**src/rtl/lsu_bus_ctrl_if.sv**
```systemverilog
// Data-memory bus between the load/store controller and memory.
// Word address, single-cycle requests, lane strobes and ack responses.
interface lsu_bus_ctrl_if #(
    parameter int DATA_W = 32,
    parameter int ADDR_W = 32
);
    localparam int BYTES = DATA_W / 8;

    logic [ADDR_W-1:0] address;
    logic              read_enable;
    logic [DATA_W-1:0] read_data;
    logic              read_ack;
    logic              write_enable;
    logic [BYTES-1:0]  write_byte_enable;
    logic [DATA_W-1:0] write_data;
    logic              write_ack;

    modport master (
        output address, read_enable, write_enable,
        output write_byte_enable, write_data,
        input  read_data, read_ack, write_ack
    );

    modport slave (
        input  address, read_enable, write_enable,
        input  write_byte_enable, write_data,
        output read_data, read_ack, write_ack
    );
endinterface

```
**src/rtl/lsu_bus_ctrl.sv**
```systemverilog
// RV32 load/store bus controller: valid/ready issue, lane strobes, ack timeout.
// Define LSU_SPLIT_MISALIGN_EN to run misaligned accesses as two bus beats.
module lsu_bus_ctrl #(
    parameter int DATA_W         = 32,
    parameter int ADDR_W         = 32,
    parameter int TIMEOUT_CYCLES = 16
) (
    input  logic        clk,
    input  logic        rst_n,
    input  logic [31:0] instr,
    input  logic [31:0] op1,
    input  logic [31:0] op2,
    input  logic [31:0] op3,
    input  logic        enable,
    output logic        ready,
    output logic [31:0] result,
    output logic        result_valid,
    output logic        store_done,
    output logic        error,
    lsu_bus_ctrl_if.master bus
);
    localparam int BYTES = DATA_W / 8;
    localparam int OFS_W = $clog2(BYTES);
    localparam int CNT_W = TIMEOUT_CYCLES > 1 ? $clog2(TIMEOUT_CYCLES) : 1;
    localparam bit TO_EN = TIMEOUT_CYCLES != 0;
    localparam logic [CNT_W-1:0] TO_LAST =
        CNT_W'(TIMEOUT_CYCLES > 0 ? TIMEOUT_CYCLES - 1 : 0);
`ifdef LSU_SPLIT_MISALIGN_EN
    localparam bit SPLIT = 1'b1;
`else
    localparam bit SPLIT = 1'b0;
`endif

    localparam logic [6:0] OPC_LOAD  = 7'b0000011;
    localparam logic [6:0] OPC_STORE = 7'b0100011;

    typedef enum logic [2:0] {
        S_IDLE, S_REQ1, S_WAIT1, S_REQ2, S_WAIT2, S_DONE
    } state_t;

    state_t           st;
    logic [CNT_W-1:0] cnt;
    logic [OFS_W-1:0] ofs;
    logic [31:0]      wd;
    logic [1:0]       szc;
    logic             sx;
    logic             ld;
    logic             split;
    logic [DATA_W-1:0] lo;

    function automatic logic [2*BYTES-1:0] strb_of(
        input logic [OFS_W-1:0] o, input logic [1:0] c);
        logic [3:0] m;
        m = c == 2'd0 ? 4'b0001 : (c == 2'd1 ? 4'b0011 : 4'b1111);
        return (2*BYTES)'(m) << o;
    endfunction

    function automatic logic [2*DATA_W-1:0] data_of(
        input logic [OFS_W-1:0] o, input logic [31:0] d);
        return (2*DATA_W)'(d) << {o, 3'b000};
    endfunction

    logic [6:0] opc;
    logic [2:0] f3;
    logic       is_ld;
    logic       is_st;
    logic       mem_op;
    logic [31:0] ea_n;
    logic [OFS_W-1:0] ofs_n;
    logic       misal_n;

    assign opc    = instr[6:0];
    assign f3     = instr[14:12];
    assign mem_op = is_ld | is_st;
    assign ea_n   = op1 + op2;
    assign ofs_n  = ea_n[OFS_W-1:0];
    assign misal_n = int'(ofs_n) + (1 << f3[1:0]) > BYTES;

    always_comb begin
        is_ld = 1'b0;
        is_st = 1'b0;
        unique case (1'b1)
            opc == OPC_LOAD:
                is_ld = f3[1:0] != 2'b11 && f3 != 3'b110;
            opc == OPC_STORE:
                is_st = !f3[2] && f3[1:0] != 2'b11;
            default: ;
        endcase
    end

    // Beat 1 lanes come from the issue inputs, beat 2 from latched state.
    logic [2*BYTES-1:0]  s1;
    logic [2*BYTES-1:0]  s2;
    logic [2*DATA_W-1:0] d1;
    logic [2*DATA_W-1:0] d2;

    assign s1 = strb_of(ofs_n, f3[1:0]);
    assign d1 = data_of(ofs_n, op3);
    assign s2 = strb_of(ofs, szc);
    assign d2 = data_of(ofs, wd);

    logic [2*DATA_W-1:0] rd2;
    logic [2*DATA_W-1:0] rsh;
    logic [31:0]         w;
    logic [31:0]         ld_val;
    logic                ack_ok;

    assign rd2 = st == S_WAIT2 ? {bus.read_data, lo}
                               : (2*DATA_W)'(bus.read_data);
    assign rsh = rd2 >> {ofs, 3'b000};
    assign w   = rsh[31:0];
    assign ack_ok = ld ? bus.read_ack : bus.write_ack;

    always_comb begin
        ld_val = w;
        unique case (1'b1)
            szc == 2'd0: ld_val = {{24{sx & w[7]}}, w[7:0]};
            szc == 2'd1: ld_val = {{16{sx & w[15]}}, w[15:0]};
            default:     ld_val = w;
        endcase
    end

    wire unused = ^{instr[31:15], instr[11:7], rsh[2*DATA_W-1:32],
                    s1[2*BYTES-1:BYTES], d1[2*DATA_W-1:DATA_W],
                    s2[BYTES-1:0], d2[DATA_W-1:0]};

    always_ff @(posedge clk) begin
        if (!rst_n) begin
            st                    <= S_IDLE;
            ready                 <= 1'b1;
            result                <= '0;
            result_valid          <= 1'b0;
            store_done            <= 1'b0;
            error                 <= 1'b0;
            bus.address           <= '0;
            bus.read_enable       <= 1'b0;
            bus.write_enable      <= 1'b0;
            bus.write_byte_enable <= '0;
            bus.write_data        <= '0;
            cnt                   <= '0;
            ofs                   <= '0;
            wd                    <= '0;
            szc                   <= '0;
            sx                    <= 1'b0;
            ld                    <= 1'b0;
            split                 <= 1'b0;
            lo                    <= '0;
        end else begin
            result_valid     <= 1'b0;
            store_done       <= 1'b0;
            error            <= 1'b0;
            bus.read_enable  <= 1'b0;
            bus.write_enable <= 1'b0;
            unique case (st)
                S_IDLE: begin
                    if (enable && mem_op) begin
                        ofs   <= ofs_n;
                        wd    <= op3;
                        szc   <= f3[1:0];
                        sx    <= ~f3[2];
                        ld    <= is_ld;
                        split <= SPLIT & misal_n;
                        ready <= 1'b0;
                        if (misal_n && !SPLIT) begin
                            st    <= S_DONE;
                            error <= 1'b1;
                        end else begin
                            st                    <= S_REQ1;
                            bus.address           <= ADDR_W'(ea_n >> OFS_W);
                            bus.read_enable       <= is_ld;
                            bus.write_enable      <= is_st;
                            bus.write_byte_enable <= s1[BYTES-1:0];
                            bus.write_data        <= d1[DATA_W-1:0];
                        end
                    end
                end
                S_REQ1: begin
                    st  <= S_WAIT1;
                    cnt <= '0;
                end
                S_REQ2: begin
                    st  <= S_WAIT2;
                    cnt <= '0;
                end
                S_WAIT1, S_WAIT2: begin
                    if (ack_ok) begin
                        if (st == S_WAIT1 && split) begin
                            st                    <= S_REQ2;
                            lo                    <= bus.read_data;
                            bus.address           <= bus.address + ADDR_W'(1);
                            bus.read_enable       <= ld;
                            bus.write_enable      <= ~ld;
                            bus.write_byte_enable <= s2[2*BYTES-1:BYTES];
                            bus.write_data        <= d2[2*DATA_W-1:DATA_W];
                        end else begin
                            st <= S_DONE;
                            if (ld) begin
                                result       <= ld_val;
                                result_valid <= 1'b1;
                            end else begin
                                store_done <= 1'b1;
                            end
                        end
                    end else if (TO_EN && cnt == TO_LAST) begin
                        st    <= S_DONE;
                        error <= 1'b1;
                    end else begin
                        cnt <= cnt + CNT_W'(1);
                    end
                end
                S_DONE: begin
                    st    <= S_IDLE;
                    ready <= 1'b1;
                end
                default: st <= S_IDLE;
            endcase
        end
    end
endmodule

```
**src/flat_wrapper.sv**
```systemverilog
// flat-port wrapper written by rule: the top's interface ports become plain ports
module lsu_bus_ctrl_flat 
#(
    parameter int DATA_W         = 32,
    parameter int ADDR_W         = 32,
    parameter int TIMEOUT_CYCLES = 16
)
  (clk, rst_n, instr, op1, op2, op3, enable, ready, result, result_valid, store_done, error, bus_address, bus_read_enable, bus_write_enable, bus_write_byte_enable, bus_write_data, bus_read_data, bus_read_ack, bus_write_ack);
  lsu_bus_ctrl_if #(.DATA_W(DATA_W), .ADDR_W(ADDR_W)) bus_i ();
  input  logic clk;
  input  logic rst_n;
  input  logic [31:0] instr;
  input  logic [31:0] op1;
  input  logic [31:0] op2;
  input  logic [31:0] op3;
  input  logic enable;
  output logic ready;
  output logic [31:0] result;
  output logic result_valid;
  output logic store_done;
  output logic error;
  output wire logic [$bits(bus_i.address)-1:0] bus_address;
  output wire logic [$bits(bus_i.read_enable)-1:0] bus_read_enable;
  output wire logic [$bits(bus_i.write_enable)-1:0] bus_write_enable;
  output wire logic [$bits(bus_i.write_byte_enable)-1:0] bus_write_byte_enable;
  output wire logic [$bits(bus_i.write_data)-1:0] bus_write_data;
  input wire logic [$bits(bus_i.read_data)-1:0] bus_read_data;
  input wire logic [$bits(bus_i.read_ack)-1:0] bus_read_ack;
  input wire logic [$bits(bus_i.write_ack)-1:0] bus_write_ack;
  assign bus_address = bus_i.address;
  assign bus_read_enable = bus_i.read_enable;
  assign bus_write_enable = bus_i.write_enable;
  assign bus_write_byte_enable = bus_i.write_byte_enable;
  assign bus_write_data = bus_i.write_data;
  assign bus_i.read_data = bus_read_data;
  assign bus_i.read_ack = bus_read_ack;
  assign bus_i.write_ack = bus_write_ack;
  lsu_bus_ctrl #(.DATA_W(DATA_W), .ADDR_W(ADDR_W), .TIMEOUT_CYCLES(TIMEOUT_CYCLES)) u_core (.clk(clk), .rst_n(rst_n), .instr(instr), .op1(op1), .op2(op2), .op3(op3), .enable(enable), .ready(ready), .result(result), .result_valid(result_valid), .store_done(store_done), .error(error), .bus(bus_i));
endmodule
```
**config.mk**
```make
export PLATFORM = sky130hd
export DESIGN_NAME = lsu_bus_ctrl_flat
export DESIGN_NICKNAME = d
export VERILOG_FILES = /design/src/rtl/lsu_bus_ctrl_if.sv /design/src/rtl/lsu_bus_ctrl.sv /design/src/flat_wrapper.sv
export SDC_FILE = /design/constraint.sdc
export NUM_CORES = 1
export LEC_CHECK = 0
export ABC_AREA = 1
export CORE_MARGIN = 5
export CORE_UTILIZATION = 43
export CTS_BUF_LIST = sky130_fd_sc_hd__clkbuf_16
export CTS_CLUSTER_DIAMETER = 120
export DETAILED_ROUTE_END_ITERATION = 8
export GPL_TIMING_DRIVEN = 1
export PLACE_DENSITY_LB_ADDON = 0.12
export SYNTH_ARGS = -nofsm -noshare
export SYNTH_HDL_FRONTEND = slang
export SYNTH_SLANG_ARGS = --single-unit
```
**constraint.sdc**
```tcl
create_clock -name clk -period 3.3 [get_ports clk]
set_clock_uncertainty 0.05 [all_clocks]
set_input_delay 0.66 -clock clk [delete_from_list [all_inputs] [get_ports clk]]
set_output_delay 0.66 -clock clk [all_outputs]
set_load 0.02 [all_outputs]
```
==> results by group <==
Run status
  – Status: finished, final reports clean

CTS
  – Post-CTS clock slew at the launch and capture registers of the worst setup and hold paths: 0.06 ns
  – Count of clock tree sinks: 117
  – TritonCTS buffer count: 17
  – Clock tree buffer depth: 2
  – Clock tree root driver cell: sky130_fd_sc_hd__clkbuf_16
  – TritonCTS clock tree: yes
  – Clock insertion delay at the later pin of the skew report: 0.41 ns
  – CTS H-tree depth: 4
  – Number of buffers inserted for hold repair after clock tree synthesis: 0

Die
  – Num ports: 271
  – Die area: 21870 µm²
  – Die H: 147.9 µm
  – Width of the die: between 100 and 150 µm
  – Placeable Area: 18710 µm²
  – Number of rows in the core area: 50
  – Effective utilization at floorplan: 0.4371

Power
  – Relative contribution of combinational cells to total power: 0.281
  – Peak supply drop: 383.4 µV
  – Switching power as a share of total power: 0.3388
  – Cell-internal power: approximately 3 mW
  – Leakage: 5.455 nW
  – Sw power: 1.522 mW
  – Areal power density over the cells: 389.6 nW/µm²
  – Relative contribution of the clock network to total power: 0.392
  – Power, Total: 4.492 mW
  – Share of power burned in registers: 0.327

Worst setup path
  – Crit Path Class: input pin to flip-flop
  – Data arrival, critical path: 3.42 ns
  – Worst Path Required: 3.59 ns
  – Worst-case reg-to-reg path depth: 8
  – Reg2reg setup slack: 0.86 ns
  – FF-to-FF Start: u_core.st[1]$_SDFFE_PN0P_
  – CP Max Fanout: 14
  – Element type at the critical path end: flip-flop
  – Kind of launch point of the worst setup path: input pin
  – Reg2reg end: u_core.result[17]$_SDFFE_PN0P_

Timing
  – Fraction of the cycle the final worst path needs: 0.9507
  – Pins over their slew limit: 0
  – Setup repair after global routing missed its margin: false
  – Transition time at the pin with the least slew margin: 0.7239 ns
  – Max frequency: about 320 MHz
  – WHS: 0.4104 ns
  – Clock period minus final worst setup slack: 3.137 ns
  – Max-Slew Margin vs Limit: 0.5168
  – Number of setup violations in the final report: 0
  – Post-layout worst setup margin: 0.1626 ns
  – Hold violation total from the final report: 0

Final layout
  – Number of inserted diodes: 0
  – Filler cells: 1839
  – Fraction of final layout cells with drive strength greater than 1: 0.04721
  – Post-route design area: about 12000 µm²
  – Nets: roughly 1800
  – Layout area overhead: 41.01%

Yosys
  – FFs w/ async S/R, synth: 0
  – Top FF cell, synth: sky130_fd_sc_hd__dfxtp_1
  – Post-synth top area share: 0.2865
  – Largest area contributor in the synthesized netlist: sky130_fd_sc_hd__dfxtp_1
  – Synthesized area divided by synthesized cell count: 5.929 µm²
  – Cell with the most instances after synthesis: sky130_fd_sc_hd__nand2_1
  – Proportion of synthesized chip area in sequential cells: 0.2865
  – Synthesized instance count: 1379
  – Cell area after technology mapping: 8177 µm²
  – Top cell types by occurrence after synthesis: 414 x sky130_fd_sc_hd__nand2_1, 208 x sky130_fd_sc_hd__inv_1, 147 x sky130_fd_sc_hd__o21ai_0, 124 x sky130_fd_sc_hd__nor2_1, 117 x sky130_fd_sc_hd__dfxtp_1
  – Number of warnings issued by yosys: 0
  – Number of library cell types mapped by synthesis: 35
  – Most area-consuming cells after synthesis: sky130_fd_sc_hd__dfxtp_1 29%, sky130_fd_sc_hd__nand2_1 19%, sky130_fd_sc_hd__inv_1 9.5%
  – Number of enable-type register cells in the synthesized netlist: 0
  – Number of synthesized register bits: 117

Route
  – First-pass detailed-route iteration total: 6
  – Post-route DRC violation count: 0
  – Number of vias in the routed layout: 9270
  – Overall routed net length: roughly 27 mm
  – Final routed wire length divided by cell count: 14.35 µm
  – Routed vias/inst: 4.971
  – Residual antenna-violating net count after detailed routing: 0
  – Starting DRC count in detailed routing: 480

Global routing
  – Number of antenna violations at the first check in global routing: 0
  – Wire length of the first global-routing pass: 42.50 mm
  – GRT Resource Usage Total: 0.2382
  – Largest net degree at the start of global routing: 49
  – Via count of the first global-routing pass: approximately 8600
  – Grt ovf: 0

Place
  – Setup slack after placement: -0.4289 ns
  – Standard cell area after detailed placement: 10940 µm²
  – Placer Congestion: between 0.9 and 1
  – Half-perimeter wire length after placement: 21.05 mm
  – Buffers added on ports: 246

Min path
  – Capture endpoint of the worst hold path: u_core.store_done$_SDFF_PP0_
  – Worst Hold Launch: u_core.ld$_SDFFE_PN0P_
  – Depth of the worst hold-timing path: 1
  – Worst hold path type: flip-flop to flip-flop

Run
  – Maximum Capacitance Violations: 0
[cells by family after synthesis]
| group | Yosys count | share of synthesized area |
|---|---|---|
| AOI/OAI and AO/OA | 294 | 0.1896 |
| other | 1 | 0.0004586 |
| DFF | 117 | 0.2865 |
| buffers and inverters | 275 | 0.1347 |
| and+or+nand+nor | 641 | 0.3158 |
| xor gates and xnor gates | 15 | 0.01607 |
| adders and majority gates | 36 | 0.05692 |
[power groups by stage]
stage | Sequential, mW | Clock (mW) | Combinational [mW]
global route | 1.47 | 1.86 | 1.43
detailed placement | 1.50 | 0 | 1.25
floorplan | 1.50 | 0 | 0.809
global placement | 1.50 | 0 | 1.24
finish | 1.47 | 1.76 | 1.26
CTS | 1.47 | 1.79 | 1.26
[per-stage QoR]
| step | std cells | setup TNS [ns] | util |
|---|---|---|---|
| floorplan | 1380 | 0 | - |
| global placement | 1832 | -16.46 | 0.5849 |
| detailed placement | 1832 | -21.46 | 0.5849 |
| CTS | 1864 | 0 | 0.6147 |
| global route | 1865 | 0 | 0.6164 |
| finish | 1865 | 0 | 0.6164 |
[cells in the final DEF (no fill, tap or decap), types with 2 or more instances in the layout]
cell type                         count
sky130_fd_sc_hd__clkinv_1             5
sky130_fd_sc_hd__inv_6                3
sky130_fd_sc_hd__and2_1               7
sky130_fd_sc_hd__conb_1               2
sky130_fd_sc_hd__o22ai_1              3
sky130_fd_sc_hd__nand2_2              3
sky130_fd_sc_hd__clkinv_2             3
sky130_fd_sc_hd__clkinvlp_4           3
sky130_fd_sc_hd__inv_2                3
sky130_fd_sc_hd__xnor2_1             15
sky130_fd_sc_hd__ha_1                33
sky130_fd_sc_hd__o221ai_1             7
sky130_fd_sc_hd__a21oi_1            101
sky130_fd_sc_hd__o21a_1              13
sky130_fd_sc_hd__a21o_1               2
sky130_fd_sc_hd__nand4_1              3
sky130_fd_sc_hd__buf_4               26
sky130_fd_sc_hd__nor3_1               6
sky130_fd_sc_hd__nor2_4               3
sky130_fd_sc_hd__o21ai_1             17
sky130_fd_sc_hd__clkinv_4             4
sky130_fd_sc_hd__nand2_1            413
sky130_fd_sc_hd__dfxtp_1            117
sky130_fd_sc_hd__o21ai_0            147
sky130_fd_sc_hd__nor4_1               2
sky130_fd_sc_hd__nor2_1             124
sky130_fd_sc_hd__clkbuf_16           17
sky130_fd_sc_hd__clkdlybuf4s50_1    245
sky130_fd_sc_hd__inv_1              208
sky130_fd_sc_hd__buf_12               5
sky130_fd_sc_hd__nand3_1             79
[cell type report]
cell class                 instances  area [µm²]  share of cell area
clock buffer                      17       425.4             0.03690
clock inverter                    15       132.6             0.01150
inverter                         216       813.3             0.07054
multi-input combinational        988        4760              0.4128
sequential                       117        2342              0.2031
tap                              234       292.8             0.02539
timing repair buffer             278        2764              0.2397
[registers in the layout, summed over array words and instances, names as in the netlist]
| register | cells |
|---|---|
| u_core.result | 32 |
| u_core.ready | 1 |
| u_core.szc | 2 |
| u_core.bus.address | 30 |
| u_core.cnt | 4 |
| u_core.store_done | 1 |
| u_core.bus.write_data | 32 |
| u_core.error | 1 |
| u_core.result_valid | 1 |
| u_core.ld | 1 |
| u_core.bus.write_enable | 1 |
| u_core.sx | 1 |
| u_core.ofs | 2 |
| u_core.bus.write_byte_enable | 4 |
| u_core.st | 3 |
| u_core.bus.read_enable | 1 |
[repair_timing]
item,in CTS,in global routing
endpoints found under the setup margin,0,62
resized for setup,0,6
buffers inserted,0,1
[critical path: stages]
cell and delay, ns:
sky130_fd_sc_hd__clkdlybuf4s50_1 0.51, sky130_fd_sc_hd__ha_4 0.16, sky130_fd_sc_hd__inv_1 0.05, sky130_fd_sc_hd__fa_2 0.45, sky130_fd_sc_hd__fa_1 0.55, sky130_fd_sc_hd__nand2_1 0.05
sky130_fd_sc_hd__o21ai_1 0.07, sky130_fd_sc_hd__nand2_1 0.07, sky130_fd_sc_hd__nand2_2 0.09, sky130_fd_sc_hd__nand4_4 0.14, sky130_fd_sc_hd__inv_4 0.12, sky130_fd_sc_hd__buf_12 0.15
sky130_fd_sc_hd__buf_12 0.14, sky130_fd_sc_hd__o21ai_1 0.06, sky130_fd_sc_hd__a21oi_1 0.16
[worst max-delay path by stage]
stage           start                                    end  slack, ns
2_1_floorplan  op1[0]    u_core.bus.address[20]$_SDFFE_PN0P_       0.14
3_3_place_gp   op1[0]  u_core.bus.write_data[1]$_SDFFE_PN0P_      -0.31
3_5_place_dp   op2[0]  u_core.bus.write_data[2]$_SDFFE_PN0P_      -0.43
4_1_cts        op1[0]  u_core.bus.write_data[2]$_SDFFE_PN0P_      0.009
5_1_grt        op1[0]  u_core.bus.write_data[2]$_SDFFE_PN0P_      0.003
6_report       op2[0]    u_core.bus.address[11]$_SDFFE_PN0P_       0.16
[routing by layer]
layer | vias up | track usage | routed length, µm
li1 | 4836 | - | -
met1 | 4141 | 0.3207 | 12280
met2 | 279 | 0.3840 | 11940
met3 | 14 | 0.07082 | 2317
met4 | 0 | 0.04388 | 228
met5 | - | 0 | 0
(Power assumes the default switching activity.)
